<file path="src/rtl/cmp_pipe_nb.sv">
// Pipelined magnitude comparator: resolves CHUNK bits per stage, MSB chunk first,
// with a per-entry signed/unsigned mode, valid/ready handshakes and a saturating eq counter.
module cmp_pipe_nb #(
   parameter int unsigned WIDTH = 16,
   parameter int unsigned CHUNK = 4,
   parameter int unsigned CNT_W = 8
) (
   input  logic             clk,
   input  logic             rst_n,
   input  logic             in_valid,
   output logic             in_ready,
   input  logic [WIDTH-1:0] A,
   input  logic [WIDTH-1:0] B,
   input  logic             is_signed,
   output logic             out_valid,
   input  logic             out_ready,
   output logic             gt,
   output logic             eq,
   output logic             lt,
   input  logic             cnt_clr,
   output logic [CNT_W-1:0] eq_count
);

   localparam int unsigned NSTG = WIDTH / CHUNK;
   localparam int unsigned LAST = NSTG - 1;

   logic             w_adv;
   logic [WIDTH-1:0] w_flip;
   logic             w_ov;
   logic             w_eq;
   logic [CNT_W-1:0] r_cnt;

   assign w_adv    = !w_ov | out_ready;
   assign in_ready = w_adv;
   // Flipping the MSB maps two's complement onto offset binary, so every stage compares unsigned.
   assign w_flip   = WIDTH'(is_signed) << (WIDTH - 1);

   for (genvar k = 0; k < NSTG; k++) begin : g_stg
      localparam int unsigned IN_W = WIDTH - k * CHUNK;

      logic [IN_W-1:0]  w_a;
      logic [IN_W-1:0]  w_b;
      logic [CHUNK-1:0] w_ca;
      logic [CHUNK-1:0] w_cb;
      logic             w_vin;
      logic             w_din;
      logic             w_gin;
      logic             w_lin;
      logic             r_vld;
      logic             r_dec;
      logic             r_gt;
      logic             r_lt;

      if (k == 0) begin : g_src
         assign w_a   = A ^ w_flip;
         assign w_b   = B ^ w_flip;
         assign w_vin = in_valid;
         assign w_din = 1'b0;
         assign w_gin = 1'b0;
         assign w_lin = 1'b0;
      end else begin : g_src
         assign w_a   = g_stg[k-1].g_fwd.r_a;
         assign w_b   = g_stg[k-1].g_fwd.r_b;
         assign w_vin = g_stg[k-1].r_vld;
         assign w_din = g_stg[k-1].r_dec;
         assign w_gin = g_stg[k-1].r_gt;
         assign w_lin = g_stg[k-1].r_lt;
      end

      assign w_ca = w_a[IN_W-1 -: CHUNK];
      assign w_cb = w_b[IN_W-1 -: CHUNK];

      always_ff @(posedge clk or negedge rst_n) begin
         if (!rst_n) begin
            r_vld <= 1'b0;
            r_dec <= 1'b0;
            r_gt  <= 1'b0;
            r_lt  <= 1'b0;
         end else if (w_adv) begin
            r_vld <= w_vin;
            r_dec <= w_din | (w_ca != w_cb);
            r_gt  <= w_din ? w_gin : (w_ca > w_cb);
            r_lt  <= w_din ? w_lin : (w_ca < w_cb);
         end
      end

      // Only the not-yet-compared lower chunks travel on to the next stage.
      if (k < LAST) begin : g_fwd
         logic [IN_W-CHUNK-1:0] r_a;
         logic [IN_W-CHUNK-1:0] r_b;

         always_ff @(posedge clk or negedge rst_n) begin
            if (!rst_n) begin
               r_a <= '0;
               r_b <= '0;
            end else if (w_adv) begin
               r_a <= w_a[IN_W-CHUNK-1:0];
               r_b <= w_b[IN_W-CHUNK-1:0];
            end
         end
      end
   end

   assign w_ov      = g_stg[LAST].r_vld;
   assign w_eq      = w_ov & !g_stg[LAST].r_dec;
   assign out_valid = w_ov;
   assign gt        = w_ov & g_stg[LAST].r_gt;
   assign lt        = w_ov & g_stg[LAST].r_lt;
   assign eq        = w_eq;

   always_ff @(posedge clk or negedge rst_n) begin
      if (!rst_n) begin
         r_cnt <= '0;
      end else if (cnt_clr) begin
         r_cnt <= '0;
      end else if (w_eq && out_ready && (r_cnt != '1)) begin
         r_cnt <= r_cnt + CNT_W'(1);
      end
   end

   assign eq_count = r_cnt;

endmodule

</file>
<file path="config.mk">
export PLATFORM = sky130hd
export DESIGN_NAME = cmp_pipe_nb
export DESIGN_NICKNAME = d
export VERILOG_FILES = /design/src/rtl/cmp_pipe_nb.sv
export SDC_FILE = /design/constraint.sdc
export NUM_CORES = 1
export LEC_CHECK = 0
export BUFFER_PORTS_ARGS = -buffer_cell sky130_fd_sc_hd__buf_2
export CAP_MARGIN = 30
export CORE_AREA = 2 2 85 87
export CTS_BUF_LIST = sky130_fd_sc_hd__clkbuf_4
export DETAILED_ROUTE_END_ITERATION = 6
export DIE_AREA = 0 0 87 89
export PLACE_DENSITY = 0.7
export SLEW_MARGIN = 30
export SYNTH_ARGS = -nofsm -noshare
export SYNTH_HDL_FRONTEND = slang
export SYNTH_SLANG_ARGS = --single-unit
</file>
<file path="constraint.sdc">
create_clock -name clk -period 1.8 [get_ports clk]
set_input_delay 0.09 -clock clk [delete_from_list [all_inputs] [get_ports clk]]
set_output_delay 0.09 -clock clk [all_outputs]
set_load 0.01 [all_outputs]
</file>
== Word level (Yosys, flattened, before mapping) ==
Cells that the tools add are included.
W data, S select, Z words.
Storage, ports and cells
  word-level logic and storage cells: 59
  output and inout bits: 13
  register bits: 72
  input bits: 38
Operators by class
  add/sub/neg operators: 1
  eq/ne operators: 5
  muxes and demuxes: 8
  bitwise logic cells: 9
  reduce and logical (&&, ||, !) cells: 5
  order comparisons: 8
Operator list (number)
  $xor A16 B16 Y16: 2
  $gt A4 B4 Y1: 4
  $lt A4 B4 Y1: 4
  $mux W8: 2
  $ne A4 B4 Y1: 4
  $add A8 B1 Y8 const B: 1
  $ne A8 B8 Y1 const B: 1
  $mux W1: 6
  $or A1 B1 Y1: 4
  $and A1 B1 Y1: 3
  $logic_and A1 B1 Y1: 2
  $logic_not A1 Y1: 2
  $reduce_bool A2 Y1: 1

== Longest topological paths before layout ==
Gate-level depths: netlist of run 1.
  word-level depth: 6
  gate-level depth with buffers: 6
  depth with buffers taken out: 6

== Least setup slack after synthesis of run 1 ==
Ideal clock, no wire load.
  path type: reg2reg
  start: reg r_cnt[0] (netlist: eq_count[0])
  end: reg r_cnt[6] (netlist: eq_count[6])
  path slack: 0.232 ns
  cell stages (with the launch flop): 6
  period minus slack after synthesis: 1.568 ns
  setup time: 0.129 ns
  arrival: 1.439 ns
  data required time: 1.671 ns
  buffers on the path: 0
  cell sequence: dfrtp_1 > ha_1 > nand4_4 > or4b_1 > o21ai_1 > nor2_1
Between the ends
  longest elaborated chain between the ends: 3
  elaborated cells between the ends (all ways): 6
  classes of those cells: 1 x add/sub; 1 x eq/ne; 2 x mux; 2 x reduce/logical
RTL lines
  start: declaration: RTL line 31  | logic [CNT_W-1:0] r_cnt;
  start signal: assignment: RTL line 117  | r_cnt <= r_cnt + CNT_W'(1);
  $add A8 B1 Y8 / $ne A8 B8 Y1 (equally long branches): RTL line 117, 116
  $mux W8 / $logic_and A1 B1 Y1 (equally long branches): RTL line 116  | end else if (w_eq && out_ready && (r_cnt != '1)) begin
  $mux W8 / $reduce_bool A2 Y1 (equally long branches)
Parallel ways exist; a longest one is shown, timed or not. The select of a mux whose other input is x is not followed.
A chain may end at the register's enable or synchronous reset.

== Final worst setup path of run 1 ==
  start: reg g_stg[3].r_vld (netlist: out_valid)
  end: out in_ready
Between the ends
  longest elaborated chain between the ends: 2
RTL lines
  start: declaration: RTL line 49  | logic r_vld;
  start signal: assignment: RTL line 80  | r_vld <= w_vin;
  $logic_not A1 Y1: RTL line 33  | assign w_adv = !w_ov | out_ready;
  $or A1 B1 Y1: RTL line 33
  end: declaration: RTL line 11  | output logic in_ready,
No other way between the ends.

==> run summary, run 1 <==
Routability cong.: 0.798
Least-Margin Pin Slew: 0.361 ns
Post-CTS Setup Bufs: 0
P&R area growth vs syn: 23.5%
PortBufs: 50
FF+latch count, synth: 72
Filler cells: 595
Row cnt: 30
Max-Cap Viols: 0
DR vias/cell: 4.99
Htree depth: 3
Initial core utilization: 0.489
CTS max path bufs: 2
Dpl hpwl: 3850 um
Setup TNS: 0 ns
N_diodes: 0
Power Dens Cells: 1220 nW/um^2
Synth cell types: 38
Crit path required time: 1.71 ns
Largest net degree at the start of global routing: 73
Worst vdd ir: 0.692 mV
Root cell of the clock tree: clkbuf_4
Total leakage power: 2.15 nW
Initial antenna violation count: 0
Syn Std Cell Area: 3280 um^2
TritonCTS Buffers: 9
Die X: 87 um
First-pass GRT wire length: 10800 um
Cells after Synth: 363
Total grt overflow: 0
CP delay by family, top: buffers and inverters
Worst-path cell chain: and2b_2 -> inv_6 -> buf_12 -> buf_2
Setup crit end kind: primary output
Commonest cells after routing, fill and taps aside: nand2_1, dfrtp_1, buf_2, dlygate4sd3_1
Clk_lat worst skew: 0.41 ns
All-layer global routing usage: 0.180
Die height: 89 um
Number of remaining DRC errors: 0
Drt pass-1 iters: 4
Crit share post-route: 0.936
Clock transition at the registers of the reported paths: 0.11 ns
Core area: 6720 um^2
Mapped Avg Cell Area: 9.05 um^2
Max_slew headroom: 0.757
First DRT Iteration DRCs: 150
RSZ-0062 raised after global routing: no
Final Hold Vio Count: 0
Status: complete, no violations
Clock sinks: 72
Final wirelength: 6140 um
Synthesized Nets: 418
Slowest stage cell, crit path: dfrtp_1
Worst setup SP type: flop
CP max stage delay: 0.44 ns
Skew final: 0.0123 ns
Wire per inst: 11.7 um
Kind of critical path: reg2out
Layout cells sized above 1: 0.169
Register area share after synthesis: 0.549
Worst Path Buf+Inv: 3
Fin cells: 524
Data arrival, critical path: 1.60 ns
Final setup viols: 0
I/O pins: 51
Max Slew Vio Count: 0
Die area: 7740 um^2
Fin nets: 496
Minimum clock period: 1.69 ns
Commonest non-fill, non-tap cell in the layout: nand2_1
Min-delay worst type: in2reg
Syn. warnings: 0
Max Freq: 593 MHz
# placed instances: 482
Post-route ant nets: 0
Maximum fanout along the worst path: 23
CTS tree: done
Total number of vias: 2613
Number of global-route vias before repair: 2449
what timing repair did:
item	in CTS	in global routing
gates resized for setup	1	1
hold buffers	27	0
setup endpoints to repair	1	1
cloned	1	0
endpoints found under the hold margin	102	0
per-stage QoR:
| stage | cell area (um^2) | util | total power, mW | hold slack [ns] | setup WS (ns) |
|---|---|---|---|---|---|
| 3_3_place_gp | 3630 | 0.540 | 3.90 | 0.148 | 0.271 |
| 3_5_place_dp | 3630 | 0.540 | 3.96 | 0.147 | 0.218 |
| 2_1_floorplan | 3280 | - | 3.51 | -0.206 | 0.232 |
| 5_1_grt | 4060 | 0.604 | 5.44 | 0.154 | 0.00193 |
| 6_report | 4060 | 0.604 | 4.96 | 0.142 | 0.115 |
| 4_1_cts | 4050 | 0.603 | 5.00 | 0.136 | 0.0497 |
cell type report:
type | instances | area, um^2 | share of cell area
multi-input combinational | 256 | 1340 | 0.329
timing repair buffer | 82 | 621 | 0.153
clock inverter | 5 | 50.0 | 0.0123
inverter | 20 | 80.1 | 0.0197
clock buffer | 9 | 67.6 | 0.0167
tap | 80 | 100 | 0.0247
sequential | 72 | 1800 | 0.444
cell usage after synthesis:
| cell | instances | share of area |
|---|---|---|
| nor4_1 | 1 | 0.0019 |
| a31oi_1 | 1 | 0.0019 |
| inv_1 | 19 | 0.022 |
| and2_1 | 2 | 0.0038 |
| nand4b_1 | 1 | 0.0027 |
| o31a_1 | 1 | 0.0027 |
| a221o_1 | 3 | 0.0091 |
| nand3_1 | 2 | 0.0030 |
| nor2_1 | 18 | 0.021 |
| o21ai_2 | 1 | 0.0027 |
| nor3_1 | 4 | 0.0061 |
| o211ai_1 | 1 | 0.0023 |
| buf_2 | 13 | 0.020 |
| and3_1 | 6 | 0.011 |
| nand2b_1 | 2 | 0.0038 |
| xnor2_1 | 1 | 0.0027 |
| xor2_1 | 3 | 0.0080 |
| o21ai_1 | 1 | 0.0015 |
| o21ai_0 | 19 | 0.029 |
| a22o_1 | 1 | 0.0027 |
| dfrtp_1 | 72 | 0.55 |
| ha_1 | 17 | 0.065 |
| nand4_1 | 2 | 0.0038 |
| inv_2 | 1 | 0.0011 |
| o31ai_1 | 3 | 0.0069 |
| and2b_1 | 1 | 0.0023 |
| and3b_1 | 1 | 0.0027 |
| nand2_1 | 140 | 0.16 |
| or4b_1 | 1 | 0.0030 |
| nand4_4 | 1 | 0.0065 |
| nor2b_1 | 1 | 0.0019 |
| o21ba_2 | 1 | 0.0030 |
| o21a_1 | 1 | 0.0023 |
| clkbuf_1 | 1 | 0.0011 |
| a21oi_1 | 16 | 0.024 |
| mux2i_1 | 2 | 0.0061 |
| and4_2 | 1 | 0.0030 |
| buf_1 | 1 | 0.0011 |
report_power, final:
part           leakage [nW]  internal [mW]  switching, mW
clock network        0.0712          0.400          0.539
logic                  1.20          0.711          0.924
registers             0.875           2.13          0.254
routing by layer:
layer	GRT usage	share of wire	up-vias
met5	0	0	-
met4	0.0994	0.023	0
met3	0.0379	0.035	14
met2	0.291	0.48	53
met1	0.227	0.46	1210
li1	-	-	1336
worst reg2reg max path, cell delays in order, from the launching register on:
cell and delay (ns):
dfrtp_1 0.43, ha_1 0.25, nand4_4 0.15, or4b_1 0.53, o21ai_1 0.09, nor2_1 0.05
path summary, 6_finish.rpt:
| check | cells past startpoint | to | slack, ns | from |
|---|---|---|---|---|
| worst min register to register | 2 | g_stg[2].r_vld$_DFFE_PN0P_ | 0.47 | g_stg[2].r_vld$_DFFE_PN0P_ |
| min in group asynchronous | 3 | eq_count[3]$_DFFE_PN0P_ | 0.21 | rst_n |
| worst min-delay path | 5 | g_stg[0].r_dec$_DFFE_PN0P_ | 0.14 | B[12] |
| worst max-delay path | 4 | in_ready | 0.11 | out_valid$_DFFE_PN0P_ |
| max in group asynchronous | 3 | g_stg[1].r_vld$_DFFE_PN0P_ | 1.27 | rst_n |
| worst max register to register | 5 | eq_count[6]$_DFFE_PN0P_ | 0.20 | eq_count[0]$_DFFE_PN0P_ |
registers in the layout, summed over array words and instances (netlist names):
| name | count |
|---|---|
| g_stg.r_lt | 4 |
| g_stg.r_vld | 3 |
| eq_count | 8 |
| g_stg.g_fwd.r_a | 24 |
| g_stg.r_dec | 4 |
| out_valid | 1 |
| g_stg.g_fwd.r_b | 24 |
| g_stg.r_gt | 4 |
cells by family after synthesis:
group | Yosys count | share of synthesized area
compound gates | 49 | 0.0884
fa+ha+maj | 17 | 0.0648
flops | 72 | 0.549
simple gates | 184 | 0.237
buf+inv | 35 | 0.0449
mux | 2 | 0.00610
xor+xnor | 4 | 0.0107
No activity file was read; power rests on OpenSTA's default activity.
==> run 2, diff against run 1 <==
==> constraint.sdc (replaced) <==
create_clock -name clk -period 1.8 [get_ports clk]
set_input_delay 0.27 -clock clk [delete_from_list [all_inputs] [get_ports clk]]
set_output_delay 0.27 -clock clk [all_outputs]
set_load 0.01 [all_outputs]
==> run 2 against run 1 <==
Compared with the run above: maximum frequency decreased by 1.4%; via count down 2.6%; combinational power fell by 4%; largest cell class unchanged; routed wire length barely moved; core utilization down 1.6 points.
==> run summary, run 2 (same netlist as run 1, synthesis figures left out) <==
Dpl hpwl: 4220 um
Filler cells: 616
Row cnt: 30
Min-delay worst type: in2reg
Least-Margin Pin Slew: 0.610 ns
PortBufs: 50
Routability cong.: 0.808
Post-route ant nets: 0
Final wirelength: 6140 um
Worst vdd ir: 0.642 mV
RSZ-0062 raised after global routing: no
Commonest non-fill, non-tap cell in the layout: nand2_1
Die area: 7740 um^2
Kind of critical path: reg2out
Final Hold Vio Count: 0
Reg2reg path depth: 5
Final setup viols: 0
Clock sinks: 72
Clock transition at the registers of the reported paths: 0.12 ns
Setup crit end kind: primary output
Initial antenna violation count: 0
Crit path required time: 1.53 ns
Htree depth: 3
Crit share post-route: 0.949
Die height: 89 um
TritonCTS Buffers: 9
Total grt overflow: 0
All-layer global routing usage: 0.177
Maximum fanout along the worst path: 18
Initial core utilization: 0.489
Root cell of the clock tree: clkbuf_4
Commonest cells after routing, fill and taps aside: nand2_1, dfrtp_1, buf_2, inv_1, o21ai_0
Wire per inst: 12.0 um
Number of remaining DRC errors: 0
Setup TNS: 0 ns
Skew final: 0.0140 ns
N_diodes: 0
Core area: 6720 um^2
Max-Cap Viols: 0
Final core utilization: 0.587
First-pass GRT wire length: 10600 um
Hold path cells: 3
Max Slew Vio Count: 0
Die X: 87 um
Max_slew headroom: 0.593
Layout cells sized above 1: 0.182
Data arrival, critical path: 1.44 ns
I/O pins: 51
Total leakage power: 2.09 nW
Status: complete, no violations
CTS tree: done
Clk_lat worst skew: 0.43 ns
Largest net degree at the start of global routing: 59
Fin nets: 483
Flop-to-flop setup slack: 0.23 ns
Worst setup SP type: flop
DR vias/cell: 4.96
Max Freq: 585 MHz
Drt pass-1 iters: 4
P&R area growth vs syn: 20.2%
First DRT Iteration DRCs: 109
Number of global-route vias before repair: 2381
Power Dens Cells: 1300 nW/um^2
Total number of vias: 2546
CTS max path bufs: 2
Minimum clock period: 1.71 ns
## run 2: cell count changes in the layout (fill, tap and decap cells not counted)
cell / before / now
buf_4: 1 / 4
bufbuf_16: 1 / 0
bufinv_16: 1 / 2
clkbuf_4: 9 / 10
clkinv_2: 4 / 0
clkinv_4: 0 / 1
clkinvlp_4: 0 / 2
dlygate4sd3_1: 27 / 12
inv_6: 1 / 2
## run 2: path summary, 6_finish.rpt
| check | startpoint | end |
|---|---|---|
| worst max-delay path | out_valid$_DFFE_PN0P_ | in_ready |
| worst min-delay path | A[7] | g_stg[0].g_fwd.r_a[7]$_DFFE_PN0P_ |
| worst max register to register | eq_count[0]$_DFFE_PN0P_ | eq_count[6]$_DFFE_PN0P_ |
| worst min register to register | g_stg[2].r_vld$_DFFE_PN0P_ | g_stg[2].r_vld$_DFFE_PN0P_ |
| max in group asynchronous | rst_n | g_stg[1].g_fwd.r_b[1]$_DFFE_PN0P_ |
| min in group asynchronous | rst_n | eq_count[5]$_DFFE_PN0P_ |
## run 2: power by group
group / total (mW) / leakage (nW) / switching (mW) / internal, mW
sequential: 2.39 / 0.875 / 0.257 / 2.13
clock: 1.17 / 0.0832 / 0.588 / 0.585
combinational: 1.57 / 1.13 / 0.918 / 0.648
## run 2: area by class of cell
class / instances / area, um^2 / share of cell area
Timing Repair Buffer: 69 / 460 / 0.117
Tap cell: 80 / 100 / 0.0254
Clock buffer: 10 / 75.1 / 0.0190
Inverter: 20 / 80.1 / 0.0203
Multi-Input combinational cell: 256 / 1340 / 0.339
Sequential cell: 72 / 1800 / 0.457
Clock inverter: 6 / 92.6 / 0.0235
## run 2: through the flow
stage                     total power [mW]  setup slack, ns  std cells  cell area (um^2)  hold slack (ns)
after CTS                             5.20           0.0358        512              3930         0.000241
after detailed placement              3.99            0.233        485              3650            0.314
after floorplan                       3.51            0.232        363              3280          -0.0256
after global routing                  5.59          0.00824        513              3950          0.00109
final                                 5.13           0.0909        513              3950           0.0269
after global placement                3.90            0.261        485              3650            0.314
## run 2: critical path: stages, from the launching register on
cell and delay [ns]:
dfrtp_1 0.45, and2b_2 0.27, inv_6 0.14, buf_2 0.15
## run 2: what timing repair did
action                                  4_1_cts  5_1_grt
hold endpoints to repair                     32        1
endpoints found under the setup margin        1        1
hold buffers                                 11        1
setup buffers                                 0        0
resized for setup                             1        1
## run 2: metal layers
metal	GRT usage	share of wire	up-vias
li1	-	-	1316
met3	0.0702	0.042	9
met2	0.293	0.48	41
met1	0.216	0.47	1180
met4	0.0526	0.011	0
met5	0	0	-
